File: src/rtl/scalar_alu_pkg.sv
// Shared definitions for the scalar ALU and its requester arbiter.
package scalar_alu_pkg;

   // ALU op encodings; 100, 101 and 110 are reserved and reported as errors
   localparam logic [2:0] OP_ADD = 3'b000;
   localparam logic [2:0] OP_SUB = 3'b001;
   localparam logic [2:0] OP_MUL = 3'b010;
   localparam logic [2:0] OP_SLL = 3'b011;
   localparam logic [2:0] OP_SRL = 3'b111;

   // Bit positions inside the 4-bit {N,Z,C,V} flag vector
   localparam int FLAG_N = 3;
   localparam int FLAG_Z = 2;
   localparam int FLAG_C = 1;
   localparam int FLAG_V = 0;

   typedef enum logic [1:0] {
      IDLE = 2'd0,
      EXEC = 2'd1,
      RESP = 2'd2
   } arb_state_t;

   // True for the reserved op codes
   function automatic logic is_illegal_op(input logic [2:0] op);
      return (op == 3'b100) || (op == 3'b101) || (op == 3'b110);
   endfunction

endpackage

File: src/rtl/alu.sv
// Combinational scalar ALU: add, sub, low-half multiply and logical shifts.
module alu
   import scalar_alu_pkg::*;
#(
   parameter int N = 24
) (
   input  logic [2:0]   op,
   input  logic [N-1:0] a,
   input  logic [N-1:0] b,
   output logic [N-1:0] result,
   output logic [3:0]   flags
);

   logic [N:0]   sum;
   logic [N:0]   diff;
   logic [N-1:0] prod;
   logic [4:0]   shamt;

   assign sum   = {1'b0, a} + {1'b0, b};
   assign diff  = {1'b0, a} + {1'b0, ~b} + (N+1)'(1);
   assign prod  = a * b;
   assign shamt = b[7:3];

   // Select the result and derive flags; shifts and reserved ops leave flags clear
   always_comb begin
      result = '0;
      flags  = '0;
      case (op)
         OP_ADD: begin
            result         = sum[N-1:0];
            flags[FLAG_N]  = sum[N-1];
            flags[FLAG_Z]  = (sum[N-1:0] == '0);
            flags[FLAG_C]  = sum[N];
            flags[FLAG_V]  = (a[N-1] == b[N-1]) && (sum[N-1] != a[N-1]);
         end
         OP_SUB: begin
            result         = diff[N-1:0];
            flags[FLAG_N]  = diff[N-1];
            flags[FLAG_Z]  = (diff[N-1:0] == '0);
            flags[FLAG_C]  = diff[N];
            flags[FLAG_V]  = (a[N-1] != b[N-1]) && (diff[N-1] != a[N-1]);
         end
         OP_MUL: begin
            result         = prod;
            flags[FLAG_N]  = prod[N-1];
            flags[FLAG_Z]  = (prod == '0);
         end
         OP_SLL:  result = a << shamt;
         OP_SRL:  result = a >> shamt;
         default: result = '0;
      endcase
   end

endmodule

File: src/rtl/scalar_alu_arbiter_rr_grant.sv
// Round-robin picker: first valid requester at or above ptr, wrapping at NREQ.
module rr_grant #(
   parameter int NREQ = 4,
   parameter int IDW  = $clog2(NREQ)
) (
   input  logic [NREQ-1:0] valid,
   input  logic [IDW-1:0]  ptr,
   output logic [IDW-1:0]  grant_id,
   output logic            any
);

   int idx;

   // Scan NREQ positions starting at ptr; the first hit wins
   always_comb begin
      grant_id = '0;
      any      = 1'b0;
      idx      = 0;
      for (int k = 0; k < NREQ; k++) begin
         idx = int'(ptr) + k;
         if (idx >= NREQ) idx = idx - NREQ;
         if (!any && valid[idx[IDW-1:0]]) begin
            any      = 1'b1;
            grant_id = idx[IDW-1:0];
         end
      end
   end

endmodule

File: src/rtl/scalar_alu_arbiter.sv
// Shares one scalar ALU among NREQ requesters; one op in flight at a time.
module scalar_alu_arbiter
   import scalar_alu_pkg::*;
#(
   parameter int N    = 24,
   parameter int NREQ = 4,
   parameter int IDW  = $clog2(NREQ)
) (
   input  logic              clk,
   input  logic              rst,
   input  logic [NREQ-1:0]   req_valid,
   output logic [NREQ-1:0]   req_ready,
   input  logic [NREQ*3-1:0] req_op,
   input  logic [NREQ*N-1:0] req_a,
   input  logic [NREQ*N-1:0] req_b,
   output logic              rsp_valid,
   input  logic              rsp_ready,
   output logic [IDW-1:0]    rsp_id,
   output logic [N-1:0]      rsp_result,
   output logic [3:0]        rsp_flags,
   output logic              rsp_err,
   output logic              busy
);

   arb_state_t     state, state_nxt;
   logic [IDW-1:0] ptr, ptr_nxt;
   logic [IDW-1:0] grant_id;
   logic           any;
   logic           accept;

   logic [2:0]     op_arr [NREQ];
   logic [N-1:0]   a_arr  [NREQ];
   logic [N-1:0]   b_arr  [NREQ];

   logic [2:0]     op_q;
   logic [N-1:0]   a_q, b_q;
   logic [IDW-1:0] id_q;

   logic [N-1:0]   alu_result;
   logic [3:0]     alu_flags;
   logic           op_err;

   for (genvar i = 0; i < NREQ; i++) begin : g_unpack
      assign op_arr[i] = req_op[3*i +: 3];
      assign a_arr[i]  = req_a[N*i +: N];
      assign b_arr[i]  = req_b[N*i +: N];
   end

   rr_grant #(
      .NREQ     (NREQ),
      .IDW      (IDW)
   ) u_rr_grant (
      .valid    (req_valid),
      .ptr      (ptr),
      .grant_id (grant_id),
      .any      (any)
   );

   alu #(
      .N      (N)
   ) u_alu (
      .op     (op_q),
      .a      (a_q),
      .b      (b_q),
      .result (alu_result),
      .flags  (alu_flags)
   );

   assign op_err    = is_illegal_op(op_q);
   assign rsp_valid = (state == RESP);
   assign busy      = (state != IDLE);

   // State and round-robin pointer; reset drops any in-flight op
   always_ff @(posedge clk or negedge rst) begin
      if (!rst) begin
         state <= IDLE;
         ptr   <= '0;
      end else begin
         state <= state_nxt;
         ptr   <= ptr_nxt;
      end
   end

   // Next state, grant and pointer advance; ready is held low while reset is asserted
   always_comb begin
      state_nxt = state;
      ptr_nxt   = ptr;
      req_ready = '0;
      accept    = 1'b0;
      case (state)
         IDLE: begin
            if (any && rst) begin
               req_ready[grant_id] = 1'b1;
               accept              = 1'b1;
               state_nxt           = EXEC;
               ptr_nxt             = (grant_id == IDW'(NREQ-1)) ? '0 : grant_id + 1'b1;
            end
         end
         EXEC:    state_nxt = RESP;
         RESP:    if (rsp_ready) state_nxt = IDLE;
         default: state_nxt = IDLE;
      endcase
   end

   // Operand capture on grant; contents are don't-care outside EXEC
   always_ff @(posedge clk) begin
      if (accept) begin
         op_q <= op_arr[grant_id];
         a_q  <= a_arr[grant_id];
         b_q  <= b_arr[grant_id];
         id_q <= grant_id;
      end
   end

   // Response registers load at the end of EXEC and hold through RESP
   always_ff @(posedge clk or negedge rst) begin
      if (!rst) begin
         rsp_id     <= '0;
         rsp_result <= '0;
         rsp_flags  <= '0;
         rsp_err    <= 1'b0;
      end else if (state == EXEC) begin
         rsp_id     <= id_q;
         rsp_result <= op_err ? '1 : alu_result;
         rsp_flags  <= op_err ? 4'b0000 : alu_flags;
         rsp_err    <= op_err;
      end
   end

endmodule

File: config.mk
export PLATFORM = sky130hd
export DESIGN_NAME = scalar_alu_arbiter
export DESIGN_NICKNAME = d
export VERILOG_FILES = /design/src/rtl/scalar_alu_pkg.sv /design/src/rtl/alu.sv /design/src/rtl/scalar_alu_arbiter_rr_grant.sv /design/src/rtl/scalar_alu_arbiter.sv
export SDC_FILE = /design/constraint.sdc
export NUM_CORES = 1
export LEC_CHECK = 0
export ABC_AREA = 1
export CAP_MARGIN = 20
export CELL_PAD_IN_SITES_DETAIL_PLACEMENT = 0
export CELL_PAD_IN_SITES_GLOBAL_PLACEMENT = 1
export CORE_ASPECT_RATIO = 0.7
export CORE_MARGIN = 1
export CORE_UTILIZATION = 45
export CTS_BUF_LIST = sky130_fd_sc_hd__clkbuf_4
export CTS_CLUSTER_DIAMETER = 150
export DETAILED_ROUTE_END_ITERATION = 8
export GPL_TIMING_DRIVEN = 0
export PLACE_DENSITY = 0.95
export RECOVER_POWER = 50
export SETUP_SLACK_MARGIN = 0.02
export SYNTH_ARGS = -nofsm -noshare
export SYNTH_HDL_FRONTEND = slang
export SYNTH_SLANG_ARGS = --single-unit
export TNS_END_PERCENT = 50
File: constraint.sdc
create_clock -name clk -period 11.93 [get_ports clk]
set_input_delay 1.193 -clock clk [delete_from_list [all_inputs] [get_ports clk]]
set_output_delay 1.193 -clock clk [all_outputs]
set_load 0.02 [all_outputs]
==> results of run 1 <==
## worst min path at each step
| stage | depth (start not counted) | startpoint | endpoint |
|---|---|---|---|
| 6_report | 2 | rsp_flags[1]$_DFFE_PN0N_ | rsp_flags[1]$_DFFE_PN0N_ |
| 5_1_grt | 2 | rsp_id[1]$_DFFE_PN0N_ | rsp_id[1]$_DFFE_PN0N_ |
| 4_1_cts | 2 | rsp_flags[1]$_DFFE_PN0N_ | rsp_flags[1]$_DFFE_PN0N_ |
| 3_5_place_dp | 2 | rsp_flags[1]$_DFFE_PN0N_ | rsp_flags[1]$_DFFE_PN0N_ |
| 3_3_place_gp | 1 | rsp_flags[3]$_DFFE_PN0N_ | rsp_flags[3]$_DFFE_PN0N_ |
| 2_1_floorplan | 2 | id_q[0]$_DFFE_PP_ | rsp_id[0]$_DFFE_PN0N_ |
## routing by layer
layer | routed length, um | vias up | part of all wire, % | global-route usage, %
met5 | 46 | - | 0.054 | 0
met4 | 3490 | 6 | 4.1 | 14.8
met3 | 10200 | 178 | 12 | 9.45
met2 | 34600 | 1360 | 41 | 55.5
met1 | 36800 | 10100 | 43 | 55.9
li1 | - | 9579 | - | -
## through the flow
step                      hold WS (ns)  worst slack, ns  instances
final                            0.498             2.50       3690
after global routing             0.522             2.25       3690
after CTS                        0.506             2.75       3688
after detailed placement         0.469             2.74       3672
after global placement           0.462             2.81       3671
after floorplan                  0.418             5.45       2872
## worst max-delay path: stages, from the launching register on
cell and delay [ns]:
edfxtp_1 0.45, clkbuf_1 0.54, clkbuf_1 0.51, clkbuf_1 0.79, buf_1 0.55, nand2_1 0.18, fa_1 0.53, fa_1 0.53
fa_1 0.44, fa_1 0.52, fa_1 0.60, fa_1 0.46, fa_1 0.53, inv_1 0.06, ha_1 0.35, a21oi_1 0.24
o21ai_0 0.15, a21oi_1 0.16, nand2_1 0.08, a31oi_1 0.61, nand3_1 0.49, nand3_1 0.28, nand4_1 0.11, o21ai_0 0.11
inv_1 0.05
## sequential cells by signal, indices dropped and copies added (netlist names)
| name | flops |
|---|---|
| id_q | 2 |
| rsp_id | 2 |
| op_q | 3 |
| ptr | 2 |
| state | 2 |
| a_q | 24 |
| rsp_result | 24 |
| rsp_err | 1 |
| b_q | 24 |
| rsp_flags | 4 |
## cell families (layout without fill, tap and decap cells)
family                   count (synthesis)  count (layout)  synth area share, %
multiplexers                            10              10                0.518
other                                    0               2                    0
buffers and inverters                  659             923                 13.2
AND/OR/NAND/NOR                       1256            1256                 26.0
adder cells (fa/ha/maj)                350             350                 31.0
flip-flops                              88              88                 12.8
XOR/XNOR                                41              41                 1.86
AO/OA/AOI/OAI                          468             468                 14.7
## final cells by class
class | instances | share of cell area [%]
clock buffers | 9 | 0.298
repair buffers | 248 | 10.9
inverters | 506 | 8.39
diodes | 2 | 0.0221
flip-flops and latches | 88 | 10.9
plain buffers | 153 | 2.88
well taps | 552 | 3.05
clock inverters | 7 | 0.359
multi-input cells | 2125 | 63.2
## layout by cell type (no fill, tap or decap), types with 29 or more instances in the layout
cell,instances
nand2_1,768
ha_1,135
o21ai_0,183
clkbuf_1,107
dfrtp_1,35
dlygate4sd3_1,34
a21oi_1,130
fa_1,215
nand3_1,114
buf_2,29
edfxtp_1,53
inv_1,499
nor2_1,309
o32ai_1,44
clkdlybuf4s50_1,212
==> impl_metrics.yaml, run 1 <==
outcome:
  outcome: "finished, violations left"
  violations: "max-capacitance violations, max-slew violations"
grt:
  grt-ovfl-total: 0
  antenna_found_initial: 5
  grt_first_pass_wirelength_um: 126000
  grt_max_degree: 50
  grt_pass1_vias: 20600
  grtUsageTotal_pct: 38.7
timing:
  period_needed_ns: 9.43
  maxSlewViolCount: 87
  finalSetupViolations: 0
  slew_headroom_pct: -70.1
  clock-skew-final_ns: 0.0319
  rsz0062_at_grt: "false"
  min_period_over_period_pct: 79.1
  fmax_ghz: 0.106
  hold_viol_final: 0
  worst_slew_pin_slew_ns: 2.55
  tns_ns: 0
clocking:
  clk_pin_slew_ns: 0.17
  cts_hold_buffers: 0
  cts-resized-gates: 0
  cts_buffers: 9
  clock_sinks: 88
  cts_setup_buffers: 0
  cts_tree: "done"
  root_buffer: "clkbuf_4"
  cts_max_level: 3
  insertion_delay_ns: 0.56
  clock_path_buffers: 2
place:
  gp_congestion: 1.02
  hpwl_um: 72800
  io_buffers: 247
  dpl_cell_area_um2: 22500
setup_path:
  startpoint_type: "register"
  r2r_start: "b_q[6]$_DFFE_PP_"
  rrSetupSlack_ns: 2.50
  crit_arrival_ns: 9.90
  required_ns: 12.39
  end_kind: "register"
  reg2regPathDepth: 24
  r2r_end: "rsp_result[23]$_DFFE_PN0N_"
  crit_fanout: 10
  cp-endpoint: "rsp_result[23]$_DFFE_PN0N_"
  critPathLaunch: "b_q[6]$_DFFE_PP_"
  worstSetupPathType: "reg -> reg"
final_layout:
  multi_input_area_um2: 14300
  synthToLayoutAreaGrowth_pct: 17.1
  fin_util_pct: 53.5
  final-seq-area_um2: 2470
  drive_gt1_share_pct: 2.42
  stdcell_area_um2: 22600
  fillers: 4190
  final_nets: 3692
floorplanning:
  fp.dieW_um: 250
  die_h_um: 175
  core_area_um2: 42300
  fp.dieArea_um2: 43800
  start_util_pct: 45.7
  rows: 63
  io_pins: 248
yosys:
  yosys_warnings: 0
  synth_commonest_cells: "nand2_1, inv_1, nor2_1"
  synth.most_common_cell: "nand2_1"
  synth_top_area_share_pct: 22.3
  synth_ff_type: "edfxtp_1"
  yosysSeqAreaShare_pct: 12.8
  synth_nets: 3433
  synth-edff-count: 53
  synth-seq-cells: 88
  yosysTopAreaCell: "fa_1"
  syn-cell-area_um2: 19300
  syn-mean-instance-area_um2: 6.73
  synth-async-reset-ratio_pct: 39.8
  yosysUniqueCellTypes: 58
  yosys-top-cells-area: "fa_1, nand2_1, inv_1, ha_1, edfxtp_1"
  syn_inst: 2872
detailed_routing:
  vias: 21300
  routed_wl_um: 85200
  drc: 0
  wl_per_cell_um: 23.1
  viasPerCell: 5.76
  antenna_left: 0
  drtPass1Iterations: 6
  drtIter0Drc: 2377
flow_run:
  drv_cap: 2
worst_hold_path:
  hp-class: "reg -> reg"
Power of run 1 is not shown: default switching activity piles up to over one toggle a cycle in this logic, so the estimate is an artifact.
==> run 2: changes to the inputs <==
--- a/config.mk
+++ b/config.mk
@@ -11,12 +11,12 @@
 export CELL_PAD_IN_SITES_GLOBAL_PLACEMENT = 1
 export CORE_ASPECT_RATIO = 0.7
 export CORE_MARGIN = 1
-export CORE_UTILIZATION = 45
+export CORE_UTILIZATION = 38
 export CTS_BUF_LIST = sky130_fd_sc_hd__clkbuf_4
 export CTS_CLUSTER_DIAMETER = 150
 export DETAILED_ROUTE_END_ITERATION = 8
 export GPL_TIMING_DRIVEN = 0
-export PLACE_DENSITY = 0.95
+export PLACE_DENSITY = 0.91
 export RECOVER_POWER = 50
 export SETUP_SLACK_MARGIN = 0.02
 export SYNTH_ARGS = -nofsm -noshare
==> constraint.sdc (replaced) <==
create_clock -name clk -period 7.7 [get_ports clk]
set_input_delay 0.77 -clock clk [delete_from_list [all_inputs] [get_ports clk]]
set_output_delay 0.77 -clock clk [all_outputs]
set_load 0.02 [all_outputs]
==> run 2 against run 1 <==
  * The run ends with design-rule violations, max-capacitance violations, max-slew violations left
  * Critical endpoint unchanged
  * Clock skew is 0.0042 ns lower
  * Non-clock buffer count is 4 lower
  * Global-route usage is 7.7 points lower
  * Core utilization is 7.6 points lower
  * Worst setup slack worse by 2.3 ns
==> impl_metrics.yaml, run 2 (synthesized netlist as in run 1, its figures left out) <==
detailed_routing:
  routed_wl_um: 80500
  antenna_left: 0
  vias: 20700
  drtPass1Iterations: 9
  drtIter0Drc: 2488
  wl_per_cell_um: 21.2
  viasPerCell: 5.44
  drc: 2
setup_path:
  crit_buf_inv: 9
  crit_fanout: 10
  crit_family: "adder cells"
  slowest_delay_ns: 0.69
  worstSetupPathType: "reg -> reg"
  required_ns: 8.15
  crit_arrival_ns: 7.94
  slowest_stage: "clkbuf_1"
  startpoint_type: "register"
  end_kind: "register"
timing:
  min_period_over_period_pct: 97.3
  rsz0062_at_grt: "false"
  tns_ns: 0
  period_needed_ns: 7.49
  slew_headroom_pct: -40.4
  hold_viol_final: 0
  whs_ns: 0.465
  worst_slew_pin_slew_ns: 2.11
  postLayoutSetupSlackWorst_ns: 0.205
  finalSetupViolations: 0
  maxSlewViolCount: 37
  fmax_ghz: 0.133
  clock-skew-final_ns: 0.0277
final_layout:
  final_nets: 3688
  final_common_cell: "nand2_1"
  drive_gt1_share_pct: 3.22
  reg_top3: "a_q (24), b_q (24), rsp_result (24)"
  mostFrequentLayoutCells: "nand2_1, inv_1, nor2_1, fa_1, clkdlybuf4s50_1"
  synthToLayoutAreaGrowth_pct: 18.3
grt:
  grt-ovfl-total: 0
  grt_pass1_vias: 19500
  grt_first_pass_wirelength_um: 120000
  grtUsageTotal_pct: 31.0
  antenna_found_initial: 2
  grt_max_degree: 48
outcome:
  violations: "design-rule violations, max-capacitance violations, max-slew violations"
  outcome: "finished, violations left"
floorplanning:
  fp.dieArea_um2: 51800
  io_pins: 248
  die_h_um: 191
  core_area_um2: 49800
  start_util_pct: 38.8
  fp.dieW_um: 272
  rows: 68
clocking:
  cts_tree: "done"
  root_buffer: "clkbuf_4"
  clk_pin_slew_ns: 0.16
  clock_path_buffers: 2
  cts_max_level: 3
  clock_sinks: 88
  cts_hold_buffers: 0
  insertion_delay_ns: 0.54
  cts_buffers: 9
place:
  hpwl_um: 68700
  io_buffers: 247
  pre_cts_ws_ns: -1.33
  gp_congestion: 1.03
flow_run:
  drv_cap: 1
worst_hold_path:
  hp-class: "reg -> reg"
run 2: final timing paths:
kind / startpoint / depth (start not counted) / slack [ns] / end
min in group asynchronous: rst / 2 / 0.91 / rsp_result[20]$_DFFE_PN0N_
min: id_q[0]$_DFFE_PP_ / 2 / 0.47 / rsp_id[0]$_DFFE_PN0N_
max: a_q[0]$_DFFE_PP_ / 27 / 0.21 / rsp_result[23]$_DFFE_PN0N_
max reg2reg: a_q[0]$_DFFE_PP_ / 27 / 0.21 / rsp_result[23]$_DFFE_PN0N_
min reg2reg: id_q[0]$_DFFE_PP_ / 2 / 0.47 / rsp_id[0]$_DFFE_PN0N_
max in group asynchronous: rst / 2 / 5.58 / state[0]$_DFFE_PN0P_
run 2: layout make-up:
type	count	area (um2)
diodes	3	7.51
plain buffers	146	657
clock buffers	10	75.1
clock inverters	6	75.1
fillers	5168	26900
inverters	506	1900
multi-input cells	2125	14300
flip-flops and latches	88	2470
well taps	665	832
repair buffers	251	2520
run 2: stage by stage:
| step | instance area, um2 | cells | util (%) |
|---|---|---|---|
| after detailed placement | 22700 | 3786 | 45.5 |
| final | 22900 | 3800 | 45.9 |
| after global routing | 22900 | 3800 | 45.9 |
| after global placement | 22600 | 3784 | 45.5 |
| after floorplan | 19300 | 2872 | - |
| after CTS | 22800 | 3800 | 45.9 |
run 2: worst min-delay path: cells and delay by family (launching register included):
kind	cells	cell delay, ns
and+or+nand+nor	2	0.09
DFF	1	0.35
run 2: repair_timing:
item / CTS / global route
buffers inserted: 1 / 1
pin swaps: 0 / 0
gates resized for setup: 18 / 29
setup endpoints to repair: 13 / 6
run 2: per-layer routing:
layer / part of all wire, % / GRT usage, % / up-vias
met5: 0 / 0.188 / -
met4: 2.6 / 8.28 / 0
met3: 13 / 8.91 / 97
met2: 39 / 42.8 / 1180
met1: 46 / 46.3 / 9837
li1: - / - / 9568
Power of run 2 is left out for the same reason.
